--- src/rtl/vtc_pkg.sv ---
// Shared timing constants, FSM state type and decode helpers for the video timing controller.
package vtc_pkg;

    localparam logic [8:0] HTOTAL        = 9'd320;
    localparam logic [8:0] HACT          = 9'd256;
    localparam logic [8:0] HS_START      = 9'd280;
    localparam logic [8:0] HS_END        = 9'd304;
    localparam logic [8:0] VACT          = 9'd240;
    localparam logic [8:0] VTOTAL_NTSC   = 9'd262;
    localparam logic [8:0] VTOTAL_PAL    = 9'd312;
    localparam logic [8:0] VS_START_NTSC = 9'd244;
    localparam logic [8:0] VS_END_NTSC   = 9'd247;
    localparam logic [8:0] VS_START_PAL  = 9'd270;
    localparam logic [8:0] VS_END_PAL    = 9'd273;

    typedef enum logic {StInit, StRun} vtc_state_e;

    function automatic logic [8:0] vlast(input logic pal);
        return pal ? (VTOTAL_PAL - 9'd1) : (VTOTAL_NTSC - 9'd1);
    endfunction

    function automatic logic vsync_dec(input logic [8:0] v, input logic pal);
        if (pal) begin
            return (v >= VS_START_PAL) && (v < VS_END_PAL);
        end
        return (v >= VS_START_NTSC) && (v < VS_END_NTSC);
    endfunction

endpackage

--- src/rtl/video_timing_ctrl_if.sv ---
// Bundle of mode inputs and timing outputs for video_timing_ctrl.
// frame_cnt is present only when VTC_FRAME_CNT_EN is defined.
interface video_timing_ctrl_if;

    logic       pal;
    logic       scandouble;
    logic       ce_pix;
    logic [8:0] hcnt;
    logic [8:0] vcnt;
    logic       HBlank;
    logic       HSync;
    logic       VBlank;
    logic       VSync;
    logic       frame_start;

`ifdef VTC_FRAME_CNT_EN
    logic [15:0] frame_cnt;

    modport master (
        input  pal, scandouble,
        output ce_pix, hcnt, vcnt, HBlank, HSync, VBlank, VSync, frame_start, frame_cnt
    );
    modport slave (
        output pal, scandouble,
        input  ce_pix, hcnt, vcnt, HBlank, HSync, VBlank, VSync, frame_start, frame_cnt
    );
`else
    modport master (
        input  pal, scandouble,
        output ce_pix, hcnt, vcnt, HBlank, HSync, VBlank, VSync, frame_start
    );
    modport slave (
        output pal, scandouble,
        input  ce_pix, hcnt, vcnt, HBlank, HSync, VBlank, VSync, frame_start
    );
`endif

endinterface

--- src/rtl/vtc_ce_gen.sv ---
// 2-bit pixel-enable prescaler: ce strobes once every 4 clocks, or every 2 when div2 is set.
module vtc_ce_gen (
    input  logic clk,
    input  logic reset_n,
    input  logic div2,
    input  logic restart,
    output logic ce
);

    logic [1:0] cnt_q, cnt_d;
    logic [1:0] last;

    assign last = div2 ? 2'd1 : 2'd3;
    assign ce   = (cnt_q == last);

    always_comb begin
        cnt_d = cnt_q + 2'd1;
        if (restart || ce) begin
            cnt_d = 2'd0;
        end
    end

    always_ff @(posedge clk) begin
        if (!reset_n) begin
            cnt_q <= 2'd0;
        end else begin
            cnt_q <= cnt_d;
        end
    end

endmodule

--- src/rtl/video_timing_ctrl.sv ---
// Raster timing generator: pixel enable, h/v counters and registered blank/sync decodes.
// Optional VTC_FRAME_CNT_EN adds a 16-bit wrapping frame counter.
module video_timing_ctrl
    import vtc_pkg::*;
(
    input  logic                clk,
    input  logic                reset_n,
    video_timing_ctrl_if.master bus
);

    vtc_state_e state_q, state_d;
    logic [8:0] hcnt_q, hcnt_d;
    logic [8:0] vcnt_q, vcnt_d;
    logic       pal_q, pal_d;
    logic       sd_q, sd_d;
    logic       ce_pix_q, frame_start_q;
    logic       hblank_q, hsync_q, vblank_q, vsync_q;
    logic       ce_raw, adv, frame_wrap, load_shadow, restart;

    vtc_ce_gen u_ce_gen (
        .clk     (clk),
        .reset_n (reset_n),
        .div2    (sd_q),
        .restart (restart),
        .ce      (ce_raw)
    );

    always_comb begin
        state_d     = state_q;
        load_shadow = 1'b0;
        restart     = 1'b0;
        unique case (state_q)
            StInit: begin
                state_d     = StRun;
                load_shadow = 1'b1;
                restart     = 1'b1;
            end
            StRun:   state_d = StRun;
            default: state_d = StInit;
        endcase

        adv        = (state_q == StRun) && ce_raw;
        frame_wrap = adv && (hcnt_q == HTOTAL - 9'd1) && (vcnt_q == vlast(pal_q));

        hcnt_d = hcnt_q;
        vcnt_d = vcnt_q;
        if (adv) begin
            if (hcnt_q == HTOTAL - 9'd1) begin
                hcnt_d = 9'd0;
                vcnt_d = (vcnt_q == vlast(pal_q)) ? 9'd0 : vcnt_q + 9'd1;
            end else begin
                hcnt_d = hcnt_q + 9'd1;
            end
        end

        // Mode inputs only take effect at a frame boundary; a rate change restarts the prescaler.
        if (frame_wrap) begin
            load_shadow = 1'b1;
            restart     = (bus.scandouble != sd_q);
        end
        pal_d = load_shadow ? bus.pal : pal_q;
        sd_d  = load_shadow ? bus.scandouble : sd_q;
    end

    // Decodes are taken from next-state counters so they change on the same edge as hcnt/vcnt.
    always_ff @(posedge clk) begin
        if (!reset_n) begin
            state_q       <= StInit;
            hcnt_q        <= 9'd0;
            vcnt_q        <= 9'd0;
            pal_q         <= 1'b0;
            sd_q          <= 1'b0;
            ce_pix_q      <= 1'b0;
            frame_start_q <= 1'b0;
            hblank_q      <= 1'b0;
            hsync_q       <= 1'b0;
            vblank_q      <= 1'b0;
            vsync_q       <= 1'b0;
        end else begin
            state_q       <= state_d;
            hcnt_q        <= hcnt_d;
            vcnt_q        <= vcnt_d;
            pal_q         <= pal_d;
            sd_q          <= sd_d;
            ce_pix_q      <= adv;
            frame_start_q <= frame_wrap;
            hblank_q      <= (hcnt_d >= HACT);
            hsync_q       <= (hcnt_d >= HS_START) && (hcnt_d < HS_END);
            vblank_q      <= (vcnt_d >= VACT);
            vsync_q       <= vsync_dec(vcnt_d, pal_d);
        end
    end

    assign bus.ce_pix      = ce_pix_q;
    assign bus.hcnt        = hcnt_q;
    assign bus.vcnt        = vcnt_q;
    assign bus.HBlank      = hblank_q;
    assign bus.HSync       = hsync_q;
    assign bus.VBlank      = vblank_q;
    assign bus.VSync       = vsync_q;
    assign bus.frame_start = frame_start_q;

`ifdef VTC_FRAME_CNT_EN
    logic [15:0] frame_cnt_q;

    always_ff @(posedge clk) begin
        if (!reset_n) begin
            frame_cnt_q <= 16'd0;
        end else if (frame_wrap) begin
            frame_cnt_q <= frame_cnt_q + 16'd1;
        end
    end

    assign bus.frame_cnt = frame_cnt_q;
`endif

endmodule
--- src/flat_wrapper.sv ---
// flat-port wrapper written by rule: the top's interface ports become plain ports
module video_timing_ctrl_flat import vtc_pkg::*;
  (clk, reset_n, bus_pal, bus_scandouble, bus_ce_pix, bus_hcnt, bus_vcnt, bus_HBlank, bus_HSync, bus_VBlank, bus_VSync, bus_frame_start);
  video_timing_ctrl_if bus_i ();
  input  logic clk;
  input  logic reset_n;
  input wire logic [$bits(bus_i.pal)-1:0] bus_pal;
  input wire logic [$bits(bus_i.scandouble)-1:0] bus_scandouble;
  output wire logic [$bits(bus_i.ce_pix)-1:0] bus_ce_pix;
  output wire logic [$bits(bus_i.hcnt)-1:0] bus_hcnt;
  output wire logic [$bits(bus_i.vcnt)-1:0] bus_vcnt;
  output wire logic [$bits(bus_i.HBlank)-1:0] bus_HBlank;
  output wire logic [$bits(bus_i.HSync)-1:0] bus_HSync;
  output wire logic [$bits(bus_i.VBlank)-1:0] bus_VBlank;
  output wire logic [$bits(bus_i.VSync)-1:0] bus_VSync;
  output wire logic [$bits(bus_i.frame_start)-1:0] bus_frame_start;
  assign bus_i.pal = bus_pal;
  assign bus_i.scandouble = bus_scandouble;
  assign bus_ce_pix = bus_i.ce_pix;
  assign bus_hcnt = bus_i.hcnt;
  assign bus_vcnt = bus_i.vcnt;
  assign bus_HBlank = bus_i.HBlank;
  assign bus_HSync = bus_i.HSync;
  assign bus_VBlank = bus_i.VBlank;
  assign bus_VSync = bus_i.VSync;
  assign bus_frame_start = bus_i.frame_start;
  video_timing_ctrl u_core (.clk(clk), .reset_n(reset_n), .bus(bus_i));
endmodule
--- config.mk ---
export PLATFORM = sky130hd
export DESIGN_NAME = video_timing_ctrl_flat
export DESIGN_NICKNAME = d
export VERILOG_FILES = /design/src/rtl/vtc_pkg.sv /design/src/rtl/video_timing_ctrl_if.sv /design/src/rtl/vtc_ce_gen.sv /design/src/rtl/video_timing_ctrl.sv /design/src/flat_wrapper.sv
export SDC_FILE = /design/constraint.sdc
export NUM_CORES = 1
export LEC_CHECK = 0
export BUFFER_PORTS_ARGS = -buffer_cell sky130_fd_sc_hd__buf_4
export CAP_MARGIN = 20
export CORE_UTILIZATION = 54
export DETAILED_ROUTE_END_ITERATION = 8
export PLACE_DENSITY_LB_ADDON = 0.1
export SETUP_SLACK_MARGIN = 0.3
export SLEW_MARGIN = 20
export SYNTH_ARGS = -nofsm -noshare
export SYNTH_HDL_FRONTEND = slang
export SYNTH_SLANG_ARGS = --single-unit
--- constraint.sdc ---
create_clock -name clk -period 3 [get_ports clk]
set_clock_uncertainty 0.2 [all_clocks]
set_input_delay 0.45 -clock clk [delete_from_list [all_inputs] [get_ports clk]]
set_output_delay 0.45 -clock clk [all_outputs]
set_load 0.02 [all_outputs]
== Yosys cells after proc, flatten, opt, wreduce, memory -nomap -nowiden ==
Index checks and enable logic that the tools add are counted.

* Register bits: 29
* Input port bits: 4
* Output and inout port bits: 24
* Word-level logic and storage cells: 52

* $add $sub $neg: 3
* Magnitude comparators: 8
* Eq/ne operators: 4
* Mux-type cells: 16
* Bitwise logic cells: 1
* Reduce and logical (&&, ||, !) cells: 8

{| class="wikitable"
|+ Operators by type and width
! kind !! number
|-
| two-way mux 9 bit || 5
|-
| greater-or-equal comparator 9 bit (second input constant) || 3
|-
| adder 9 x 1 -> 9 bit (second input constant) || 2
|-
| greater-or-equal comparator 9 x 8 -> 1 bit (second input constant) || 2
|-
| < comparator 9 bit (second input constant) || 2
|-
| equality test 9 bit || 1
|-
| equality test 9 bit (second input constant) || 1
|-
| < comparator 9 x 8 -> 1 bit (second input constant) || 1
|-
| two-way mux 1 bit || 9
|-
| logical AND 1 bit || 6
|-
| two-way mux 6 bit || 1
|-
| adder 2 x 1 -> 2 bit (second input constant) || 1
|-
| equality test 2 bit || 1
|-
| two-way mux 2 bit || 1
|-
| OR reduction 2 bit || 1
|-
| logical OR 1 bit || 1
|-
| inequality test 1 bit || 1
|-
| inverter 1 bit || 1
|}

== Longest topological paths before layout ==
Gate-level depths: netlist (run 1).

* Depth after elaboration: 10
* Mapped depth: 8
* Depth with buffers taken out: 8

== Hierarchy ==
From an unflattened synthesis (run 1), not the netlist that was laid out.

* Cells, all modules: 169
* Area total of the unflattened synthesis: 1,445.1 um^2

{| class="wikitable"
|+ Modules (own cells, without submodules)
! module !! times used !! cells each !! area an instance (um^2) !! sequential area each (um^2)
|-
| video_timing_ctrl || 1 || 160 || 1,356.3 || 520.5
|-
| vtc_ce_gen || 1 || 9 || 88.8 || 40.0
|}

== Worst setup path after synthesis (run 1) ==
No wires, ideal clock.

* Path kind: reg2reg
* From: register u_core.vcnt_q[4], in the netlist u_core.bus.vcnt[4]
* To: register u_core.vsync_q, in the netlist u_core.bus.VSync
* Library setup time: 0.070 ns
* Arrival time: 2.306 ns
* Data required time: 2.730 ns
* Slack: 0.424 ns
* Stages on the path, launching flop included: 9
* Buffers on the path: 1
* Period minus slack after synthesis: 2.576 ns
* Cell sequence: dfxtp_1 buf_6 or4_4 a211oi_4 o22a_1 o31a_2 or4b_1 o31ai_1 o2bb2ai_1

* Longest elaborated chain between the ends: 8
* Elaborated cells between the ends (all ways): 18
* Those cells by class: add/sub: 1; order compare: 4; eq/ne: 1; mux: 9; reduce/logical: 3

{| class="wikitable"
|+ RTL lines
! what !! line !! text
|-
| from (decl) || video_timing_ctrl.sv:13 || <nowiki>logic [8:0] vcnt_q, vcnt_d;</nowiki>
|-
| from (signal assigned) || video_timing_ctrl.sv:82 || <nowiki>vcnt_q <= vcnt_d;</nowiki>
|-
| adder 9 x 1 -> 9 bit or equality test 9 bit (tied branches) || video_timing_ctrl.sv:50, video_timing_ctrl.sv:43 ||
|-
| two-way mux 9 bit || video_timing_ctrl.sv:50 || <nowiki>vcnt_d = (vcnt_q == vlast(pal_q)) ? 9'd0 : vcnt_q + 9'd1;</nowiki>
|-
| two-way mux 9 bit || video_timing_ctrl.sv:48 || <nowiki>if (hcnt_q == HTOTAL - 9'd1) begin</nowiki>
|-
| two-way mux 9 bit || video_timing_ctrl.sv:47 || <nowiki>if (adv) begin</nowiki>
|-
| greater-or-equal comparator 9 bit or < comparator 9 bit (tied branches) || vtc_pkg.sv:24 || <nowiki>return (v >= VS_START_PAL) && (v < VS_END_PAL);</nowiki>
|-
| logical AND 1 bit || vtc_pkg.sv:24 ||
|-
| two-way mux 1 bit || vtc_pkg.sv:23 || <nowiki>if (pal) begin</nowiki>
|-
| two-way mux 1 bit * || vtc_pkg.sv:26 || <nowiki>return (v >= VS_START_NTSC) && (v < VS_END_NTSC);</nowiki>
|-
| to (signal assigned) || video_timing_ctrl.sv:90 || <nowiki>vsync_q <= vsync_dec(vcnt_d, pal_d);</nowiki>
|-
| to (decl) || video_timing_ctrl.sv:17 || <nowiki>logic hblank_q, hsync_q, vblank_q, vsync_q;</nowiki>
|}

Mark *: on every way between the ends. The rest lies on a longest branch, timed or not. The select of a mux whose other input is x is not followed.
A chain may end at the register's enable or synchronous reset.

== Worst setup path in the final report (run 1) ==
* From: register u_core.vcnt_q[3], in the netlist u_core.bus.vcnt[3]
* To: register u_core.vsync_q, in the netlist u_core.bus.VSync

Same word-level chain as after synthesis.

==> run_results.csv, run 1 <==
group,metric,value,unit
timing,tightest_slew,0.5199,ns
yosys,yosysSeqAreaShare,39.39,%
global_routing,gr-total-overflow,0,
global_routing,grtUsageTotal,24.45,%
detailed_routing,drc,0,
floorplan,die_area,2943,um^2
detailed_routing,num_vias,1350,
detailed_routing,totalWireLength,3.436,mm
place,place.gp.congestion,0.9124,
pwr,p_switching,159.0,uW
detailed_routing,wl_per_cell,14.38,um
yosys,syn_nets,177,
yosys,syn_inst,171,
place,hpwlAfterDp,2.464,mm
clock_tree,clkLatencyLatePin,0.33,ns
clock_tree,cts_sinks,29,
clock_tree,clk_pin_slew,0.08,ns
timing,finalHoldViolations,0,
global_routing,grt_pass1_vias,1128,
global_routing,grt_max_degree,18,
run_status,status,"finished, final reports clean",
timing,rsz0062_at_grt,"false",
critical_path,setup.worst_path.class,"flip-flop to flip-flop",
clock_tree,cts_tree,"yes",
finish,layout.cells.non_filler,239,
detailed_routing,firstDrtPassIters,4,
yosys,syn_area_per_cell,8.619,um^2
min_path,hold_path_class,"input port to flip-flop",
finish,layout_commonest_cell,"buf_4",
floorplan,io_pins,28,
floorplan,rows,18,
clock_tree,htree_num_levels,2,
floorplan,start_util,58.43,%
finish,stdcell_area,1828,um^2
floorplan,die_y,54.25,um
place,port_buffers,27,
detailed_routing,drt-vias-per-instance,5.649,
yosys,synth_cell_types,41,
yosys,ys_warn_count,0,
pwr,power_frac_seq,58.3,%
global_routing,grt_pass1_wl,5.030,mm
finish,diodes,0,
finish,syn2layout_area_growth,24.02,%
clock_tree,clk_path_buf_depth,2,
critical_path,path_max_fanout,9,
yosys,synth_edf_count,0,
timing,drv_slew,0,
pwr,power_density,372.4,nW/um^2
pwr,switching_share,23.35,%
flow_run,drv_cap,0,
pwr,p_int,521.7,uW
timing,max_freq,0.3838,GHz
yosys,synth_seq_cells,29,
pwr,power.total,680.7,uW
critical_path,cp.arrival,2.68,ns
yosys,yosys.area.top_type_share,39.39,%
detailed_routing,drtIter0Drc,60,
global_routing,grt_antenna_before_repair,0,
finish,fillers,217,
clock_tree,hold_buffers,0,
timing,max_slew_margin,64.89,%
place,placed_cells,225,
critical_path,required,3.07,ns
clock_tree,ctsRootBufferMaster,"clkbuf_4",
yosys,ys_top_cells_by_area,"dfxtp_1 39%, nand2_1 6.1%, xor2_1 4.8%, nor2b_1 4.7%, xnor2_1 4.2%",
floorplan,die-width,54.25,um
yosys,synth_top_area_cell,"dfxtp_1",
yosys,dominantRegCellSynth,"dfxtp_1",
clock_tree,numCtsBuffers,5,
detailed_routing,drtAntennaViolNets,0,
pwr,irDropWorstVdd,0.3408,mV
timing,post-route-period-util,86.85,%
timing,fin_crit,2.605,ns
finish,layout_common_cells,"35 x buf_4, 29 x dfxtp_1, 24 x nand2_1, 16 x nor2_1, 11 x nor2b_1",
pwr,cellLeakagePower,0.7423,nW
yosys,async_reset_ff_share,0,%
floorplan,core,2522,um^2
finish,nets,215,
place,dpl-instance-area,1699,um^2
timing,final-setup-viol-count,0,
finish,drive_gt1_share,23.92,%
timing,tns,0,ns
pwr,combinationalPowerShare,6.8,%
critical_path,cp-start-kind,"flip-flop",
pwr,pwr-share-clk,34.9,%
yosys,syn_area,1474,um^2
critical_path,critPathCaptureType,"flip-flop",
## cells by family (layout without fill, tap and decap cells)
| kind of cell | after synthesis | after routing | synth area share (%) |
|---|---|---|---|
| simple gates | 94 | 94 | 35.15 |
| flops | 29 | 29 | 39.39 |
| compound gates | 19 | 19 | 9.509 |
| xor+xnor | 15 | 15 | 8.914 |
| buf+inv | 8 | 46 | 2.546 |
| mux | 4 | 4 | 2.801 |
| fa+ha+maj | 2 | 2 | 1.698 |
## final timing paths
check                                      startpoint                             endpoint  slack [ns]  cells after the start
setup / recovery        u_core.bus.vcnt[3]$_SDFF_PN0_          u_core.bus.VSync$_SDFF_PN0_        0.39                      7
hold / removal                                reset_n               u_core.state_q$_DFF_P_        0.14                      1
hold reg to reg   u_core.u_ce_gen.cnt_q[0]$_SDFF_PP0_  u_core.u_ce_gen.cnt_q[0]$_SDFF_PP0_        0.24                      1
setup reg to reg        u_core.bus.vcnt[3]$_SDFF_PN0_          u_core.bus.VSync$_SDFF_PN0_        0.39                      7
## routing by layer
| layer | vias up | part of all wire, % | GRT usage [%] |
|---|---|---|---|
| met5 | - | 0 | 0 |
| met4 | 0 | 2.2 | 12.82 |
| met3 | 13 | 6.9 | 6.389 |
| met2 | 52 | 43 | 33.54 |
| met1 | 611 | 48 | 34.59 |
| li1 | 674 | - | - |
## through the flow
step,setup slack (ns),util (%),hold slack (ns)
finish,0.3946,72.47,0.1380
global route,0.2779,72.47,0.1361
CTS,0.3205,69.54,0.1361
detailed placement,0.3532,67.36,0.2429
global placement,0.4431,67.36,0.2194
floorplan,0.4239,-,0.2122
## Yosys cell counts, types with 3 or more instances
cell	number
xor2_1	8
xnor2_1	7
nor2_1	16
mux2i_1	3
nor2b_1	11
dfxtp_1	29
nor4b_1	3
o21ai_0	4
nand3_1	9
nand2_1	24
clkbuf_1	3
a21oi_1	4
inv_1	4
nor3_1	9
and3_1	3
nand4_1	4
## power groups by stage
stage               Combinational [mW]  Clock, mW  Sequential [mW]
finish                          0.0463      0.238            0.397
global route                    0.0508      0.253            0.398
CTS                             0.0448      0.244            0.396
detailed placement              0.0450          0            0.405
global placement                0.0431          0            0.405
floorplan                       0.0343          0            0.404
## final cells by class
type / instances / area, um^2 / area share, %
Timing Repair Buffer: 35 / 262.8 / 14.37
Sequential cell: 29 / 580.6 / 31.76
Inverter: 4 / 15.01 / 0.8214
Tap cell: 30 / 37.54 / 2.053
Multi-Input combinational cell: 134 / 877.1 / 47.98
Clock buffer: 7 / 55.05 / 3.012
## state kept, by name (all words and copies together), names as in the netlist
register	cells
u_core.bus.hcnt	9
u_core.bus.vcnt	9
u_core.u_ce_gen.cnt_q	2
u_core.bus.HBlank	1
u_core.bus.HSync	1
u_core.bus.VBlank	1
u_core.bus.VSync	1
u_core.bus.ce_pix	1
u_core.bus.frame_start	1
u_core.pal_q	1
u_core.sd_q	1
u_core.state_q	1
## critical path, stage by stage, from the launching register on
cell	delay [ns]
dfxtp_1	0.40
or4b_1	0.61
a211oi_4	0.28
nand3b_1	0.20
o31a_2	0.19
or4b_1	0.43
o31ai_1	0.09
o2bb2ai_1	0.14
## timing repair
item | in CTS | in global routing
resized for setup | 0 | 3
buffers inserted | 0 | 7
setup endpoints to repair | 0 | 1
(Power assumes the default switching activity.)
==> run 2, diff against run 1 <==
- ABC_AREA: not set -> 1
- ABC_CLOCK_PERIOD_IN_PS: not set -> 3000
- CORE_UTILIZATION: 54 -> 55
==> run 2 against run 1 <==
Compared with the run above:
- hold slack worse by 0.084 ns
- register-to-register slack better by 0.21 ns
- critical path type unchanged
- die area up 5.2%
- wire length down 3.6%
==> run_results.csv, run 2 <==
group,metric,value,unit
detailed_routing,wl_per_cell,11.00,um
timing,post-route-period-util,79.89,%
clock_tree,cts_setup_buffers,0,
yosys,synth_cell_types,26,
clock_tree,hold_buffers,0,
global_routing,grt_antenna_before_repair,0,
global_routing,grt_pass1_wl,5.658,mm
place,placed_cells,294,
critical_path,critPathLaunch,"u_core.bus.hcnt[0]$_SDFF_PN0_",
yosys,synth_common_cells,"57 x nand2_1, 39 x nor2_1, 33 x inv_1, 29 x dfxtp_1, 24 x nand3_1",
yosys,synth_compound_area_share,7.194,%
run_status,status,"finished, final reports clean",
yosys,synth_edf_count,0,
clock_tree,cts_resized,0,
yosys,async_reset_ff_share,0,%
pwr,power_density,353.3,nW/um^2
yosys,synth_top_family_by_area,"simple AND/OR/NAND/NOR gates",
timing,tightest_slew,0.4512,ns
timing,final-setup-viol-count,0,
detailed_routing,drtIter0Drc,64,
global_routing,grt_max_degree,15,
pwr,pwr-share-clk,36.1,%
clock_tree,clkLatencyLatePin,0.33,ns
timing,drv_slew,0,
yosys,syn_nets,244,
pwr,irDropWorstVdd,0.3405,mV
detailed_routing,drt-vias-per-instance,5.116,
critical_path,crit_slowest_cell,"dfxtp_1",
yosys,synth_simple_gate_area_share,43.64,%
pwr,p_switching,149.0,uW
pwr,cellLeakagePower,0.8583,nW
floorplan,die-width,55.65,um
finish,layout_common_cells,"57 x nand2_1, 39 x nor2_1, 33 x inv_1, 29 x dfxtp_1, 28 x buf_4",
min_path,hp-start,"reset_n",
detailed_routing,firstDrtPassIters,4,
critical_path,rrSetupSlack,0.60,ns
timing,max_slew_margin,69.89,%
flow_run,drv_cap,0,
critical_path,reg2reg_depth,13,
critical_path,r2r_end,"u_core.bus.VSync$_SDFF_PN0_",
yosys,syn_inst,238,
finish,nets,276,
yosys,synth_fa_ha_area_share,1.581,%
yosys,yosysSeqAreaShare,36.68,%
critical_path,path_max_fanout,12,
finish,drive_gt1_share,20.74,%
critical_path,r2r_start,"u_core.bus.hcnt[0]$_SDFF_PN0_",
yosys,syn_area,1583,um^2
finish,syn2layout_area_growth,17.79,%
floorplan,die_area,3096,um^2
floorplan,io_pins,28,
critical_path,crit_top_cell,"nand2_1",
detailed_routing,drc,0,
clock_tree,numCtsBuffers,5,
global_routing,grt_pass1_vias,1358,
critical_path,crit_path_max_incr_delay,0.41,ns
finish,layout_commonest_cell,"nand2_1",
place,port_buffers,27,
pwr,combinationalPowerShare,4.1,%
timing,rsz0062_at_grt,"false",
critical_path,setup.worst_path.class,"flip-flop to flip-flop",
clock_tree,htree_num_levels,2,
place,place.gp.congestion,0.9217,
finish,final_core_util,68.19,%
clock_tree,clk_pin_slew,0.09,ns
finish,stdcell_area,1864,um^2
floorplan,rows,19,
detailed_routing,drtAntennaViolNets,0,
clock_tree,cts_sinks,29,
clock_tree,ctsRootBufferMaster,"clkbuf_4",
timing,max_freq,0.4173,GHz
clock_tree,cts_tree,"yes",
min_path,hold_path_class,"input port to flip-flop",
yosys,syn_area_per_cell,6.650,um^2
global_routing,grtUsageTotal,23.63,%
yosys,ys_top_cells_by_area,"dfxtp_1 37%, nand2_1 14%, nor2_1 9.2%, inv_1 7.8%, nand3_1 7.6%",
yosys,yosys.area.top_type_share,36.68,%
critical_path,cp.arrival,2.47,ns
yosys,muxShareOfSynthArea,0,%
min_path,hold_path_depth,1,
yosys,dominantRegCellSynth,"dfxtp_1",
global_routing,gr-total-overflow,0,
timing,fin_crit,2.397,ns
place,hpwlAfterDp,2.570,mm
finish,layout.cells.non_filler,301,
pwr,power_frac_seq,59.9,%
critical_path,crit_chain,"ha_1, nand2_1, nor2_1, nand2_2, nor2_4, nand3_2, nand2_1, nand2_1, nand2_1, nand2_1, nor2_2, nand2_1, a21oi_2",
yosys,synth_seq_cells,29,
timing,finalHoldViolations,0,
pwr,switching_share,22.63,%
yosys,ys_warn_count,0,
yosys,synth_xor_area_share,1.660,%
yosys,synth_top_area_cell,"dfxtp_1",
timing,tns,0,ns
pwr,p_int,509.6,uW
min_path,timing.hold.worst_endpoint,"u_core.state_q$_DFF_P_",
critical_path,cp-start-kind,"flip-flop",
place,dpl-instance-area,1809,um^2
yosys,yosysMostFrequentCell,"nand2_1",
detailed_routing,num_vias,1540,
floorplan,start_util,57.89,%
detailed_routing,totalWireLength,3.311,mm
critical_path,required,3.07,ns
critical_path,critPathCaptureType,"flip-flop",
floorplan,die_y,55.65,um
finish,diodes,0,
floorplan,core,2734,um^2
clock_tree,clk_path_buf_depth,2,
[run 2: critical path, delay by kind of cell, from the launching register on]
family	cells	cell delay, ns
AOI/OAI and AO/OA	1	0.12
adders and majority gates	1	0.21
DFF	1	0.41
and+or+nand+nor	11	1.39
[run 2: power groups by stage]
| stage | Sequential [mW] | Combinational (mW) | Clock (mW) |
|---|---|---|---|
| floorplan | 0.404 | 0.0166 | 0 |
| global placement | 0.403 | 0.0266 | 0 |
| detailed placement | 0.403 | 0.0269 | 0 |
| CTS | 0.394 | 0.0271 | 0.245 |
| global route | 0.395 | 0.0305 | 0.263 |
| finish | 0.394 | 0.0268 | 0.238 |
[run 2: through the flow]
| stage | power, mW | setup WS (ns) | hold WS [ns] |
|---|---|---|---|
| after floorplan | 0.4201 | 0.8935 | 0.2669 |
| after global placement | 0.4298 | 0.6411 | 0.2925 |
| after global routing | 0.6885 | 0.3179 | 0.03463 |
| after detailed placement | 0.4302 | 0.5780 | 0.3020 |
| final | 0.6586 | 0.6034 | 0.05360 |
| after CTS | 0.6662 | 0.5699 | 0.04397 |
[run 2: worst max path at each step]
stage | end | slack (ns) | cells after the start
floorplan | u_core.bus.VSync$_SDFF_PN0_ | 0.89 | 13
global placement | u_core.bus.VSync$_SDFF_PN0_ | 0.64 | 13
detailed placement | u_core.bus.VSync$_SDFF_PN0_ | 0.58 | 13
CTS | u_core.bus.VSync$_SDFF_PN0_ | 0.57 | 13
global route | u_core.bus.VSync$_SDFF_PN0_ | 0.32 | 13
finish | u_core.bus.VSync$_SDFF_PN0_ | 0.60 | 13
[run 2: cell families (layout without fill, tap and decap cells)]
group / after synthesis / count (layout)
AO/OA/AOI/OAI: 19 / 19
XOR/XNOR: 3 / 3
adder cells (fa/ha/maj): 2 / 2
buffers and inverters: 36 / 68
flip-flops: 29 / 29
AND/OR/NAND/NOR: 149 / 149
[run 2: area by class of cell]
cell class,count,area [um^2]
clock buffers,7,55.05
fillers,267,869.6
inverters,33,123.9
multi-input cells,173,855.8
flip-flops and latches,29,580.6
well taps,31,38.79
repair buffers,28,210.2
[run 2: routing by layer]
metal | part of all wire (%) | vias to the layer above | GRT usage [%]
met5 | 0 | - | 0
met4 | 1.9 | 0 | 8.571
met3 | 5.1 | 6 | 8.372
met2 | 46 | 40 | 39.07
met1 | 47 | 677 | 28.25
li1 | - | 817 | -
==> run 3, diff against run 2 <==
- ABC_CLOCK_PERIOD_IN_PS: 3000 -> 1970
- CORE_UTILIZATION: 55 -> 49
- clock period: 3 -> 1.97 ns (I/O delays scaled with it)
==> run 3 against run 2 <==
Compared with the run above:
- core utilization is 12 points higher
- the run now ends with negative setup slack left
- highest routed layer unchanged
- wire length is 37% higher
- clock power is 81% higher
- sequential power is 51% higher
- final cell count is 18% higher
- critical path type unchanged
- final area is 31% higher
- critical endpoint unchanged
- worst setup slack worse by 0.62 ns
- maximum frequency is 20% higher
- largest cell class unchanged
==> run_results.csv, run 3 (synthesis results as in run 2) <==
group,metric,value,unit
finish,multi_input_area,1059,um^2
finish,layout_commonest_cell,"buf_4",
critical_path,cp-start-kind,"flip-flop",
floorplan,die_y,58.84,um
clock_tree,clk_pin_slew,0.11,ns
finish,drive_gt1_share,46.62,%
timing,rsz0062_at_grt,"true",
run_status,violations,"negative setup slack",
critical_path,cp.arrival,2.07,ns
place,pre_cts_slack,0.01106,ns
floorplan,rows,20,
place,port_buffers,27,
detailed_routing,wl_per_cell,12.82,um
finish,final_core_util,80.12,%
finish,syn2layout_area_growth,54.55,%
clock_tree,ctsRootBufferMaster,"clkbuf_4",
timing,finalHoldViolations,0,
pwr,irDropWorstVdd,0.3359,mV
detailed_routing,totalWireLength,4.552,mm
timing,fin_ws,-0.02129,ns
pwr,p_switching,266.2,uW
critical_path,setup.worst_path.class,"flip-flop to flip-flop",
detailed_routing,drc,0,
pwr,combinationalPowerShare,5.8,%
detailed_routing,drt-vias-per-instance,5.087,
critical_path,crit_top_cell,"nand2_1",
floorplan,io_pins,28,
floorplan,start_util,51.84,%
timing,max_slew_margin,81.33,%
timing,hold_slack,0.01639,ns
pwr,power_density,445.1,nW/um^2
place,place.gp.congestion,0.8666,
clock_tree,clk_path_buf_depth,2,
place,dpl-instance-area,2115,um^2
floorplan,die_area,3462,um^2
finish,stdcell_area,2446,um^2
timing,fin_crit,1.991,ns
critical_path,required,2.04,ns
critical_path,crit_chain,"ha_4, nand2_4, nor2_4, nand2_2, nor2_4, buf_6, nand2_1, nand2_2, o21ai_4, nor2_2, nand2_1, nor2_1, nand2_1, a21oi_2",
clock_tree,cts_tree,"yes",
critical_path,crit_slowest_cell,"dfxtp_4",
place,hpwlAfterDp,3.117,mm
detailed_routing,num_vias,1806,
pwr,pwr-share-clk,39.5,%
floorplan,die-width,58.84,um
global_routing,grt_max_degree,17,
finish,layout_common_cells,"61 x buf_4, 47 x nand2_1, 32 x nor2_1, 31 x inv_1, 17 x dfxtp_1",
min_path,hold_path_class,"input port to flip-flop",
pwr,p_int,822.5,uW
global_routing,grtUsageTotal,27.12,%
timing,tightest_slew,0.2782,ns
flow_run,drv_cap,0,
timing,final-setup-viol-count,1,
timing,max_freq,0.5022,GHz
global_routing,grt_antenna_before_repair,0,
clock_tree,numCtsBuffers,5,
clock_tree,clkLatencyLatePin,0.34,ns
finish,nets,316,
global_routing,grt_pass1_wl,7.003,mm
finish,seq_area,603.1,um^2
critical_path,crit_path_max_incr_delay,0.37,ns
clock_tree,cts_sinks,29,
pwr,switching_share,24.45,%
critical_path,critPathCaptureType,"flip-flop",
timing,post-route-period-util,101.1,%
floorplan,core,3053,um^2
detailed_routing,drtIter0Drc,84,
run_status,status,"finished, violations left",
detailed_routing,firstDrtPassIters,4,
pwr,power_frac_seq,54.7,%
clock_tree,htree_num_levels,2,
global_routing,grt_pass1_vias,1600,
finish,fillers,234,
finish,diodes,0,
global_routing,gr-total-overflow,0,
pwr,cellLeakagePower,1.154,nW
timing,drv_slew,0,
detailed_routing,drtAntennaViolNets,0,
critical_path,path_max_fanout,7,
==> run 3: through the flow <==
stage,total power [mW],instances,setup TNS [ns]
final,1.089,355,-0.02129
after global routing,1.128,355,-0.1820
after CTS,1.089,352,0
after detailed placement,0.6635,341,0
after global placement,0.6618,341,0
after floorplan,0.6376,238,0
==> run 3: final timing paths <==
check	start	endpoint	slack [ns]	cells past startpoint
worst max register to register	u_core.bus.hcnt[0]$_SDFF_PN0_	u_core.bus.VSync$_SDFF_PN0_	-0.02	14
worst min register to register	u_core.sd_q$_SDFFE_PN0N_	u_core.sd_q$_SDFFE_PN0N_	0.31	2
worst min-delay path	bus_scandouble	u_core.sd_q$_SDFFE_PN0N_	0.02	3
worst max-delay path	u_core.bus.hcnt[0]$_SDFF_PN0_	u_core.bus.VSync$_SDFF_PN0_	-0.02	14
==> run 3: worst max-delay path, delay by kind of cell, from the launching register on <==
family | cells | cell delay (ns)
flip-flops | 1 | 0.37
adder cells (fa/ha/maj) | 1 | 0.14
AO/OA/AOI/OAI | 2 | 0.16
AND/OR/NAND/NOR | 10 | 0.87
buffers and inverters | 1 | 0.16
==> run 3: area by class of cell <==
cell class              instances  share of cell area, %
well taps                      44                  2.251
clock buffers                   7                  2.660
multi-input cells             173                  43.27
repair buffers                 68                  21.89
flip-flops and latches         29                  24.65
clock inverters                 1                 0.2046
inverters                      33                  5.064
==> run 3: power groups by stage <==
| stage | Clock (mW) | Combinational, mW | Sequential, mW |
|---|---|---|---|
| 6_report | 0.430 | 0.0632 | 0.596 |
| 5_1_grt | 0.463 | 0.0687 | 0.597 |
| 4_1_cts | 0.435 | 0.0579 | 0.597 |
| 3_5_place_dp | 0 | 0.0538 | 0.610 |
| 3_3_place_gp | 0 | 0.0523 | 0.609 |
| 2_1_floorplan | 0 | 0.0254 | 0.612 |
==> run 3: timing repair <==
action	CTS	global route
resized for setup	17	45
buffers inserted	2	3
hold buffers	1	0
endpoints found under the hold margin	1	0
gates cloned	0	0
setup endpoints to repair	13	18
pin swaps	4	15
==> run 3: metal layers <==
| layer | vias to the layer above | track usage [%] | part of all wire (%) |
|---|---|---|---|
| met5 | - | 0 | 0 |
| met4 | 0 | 10.88 | 2.1 |
| met3 | 11 | 3.956 | 4.7 |
| met2 | 54 | 43.34 | 48 |
| met1 | 845 | 36.70 | 45 |
| li1 | 896 | - | - |
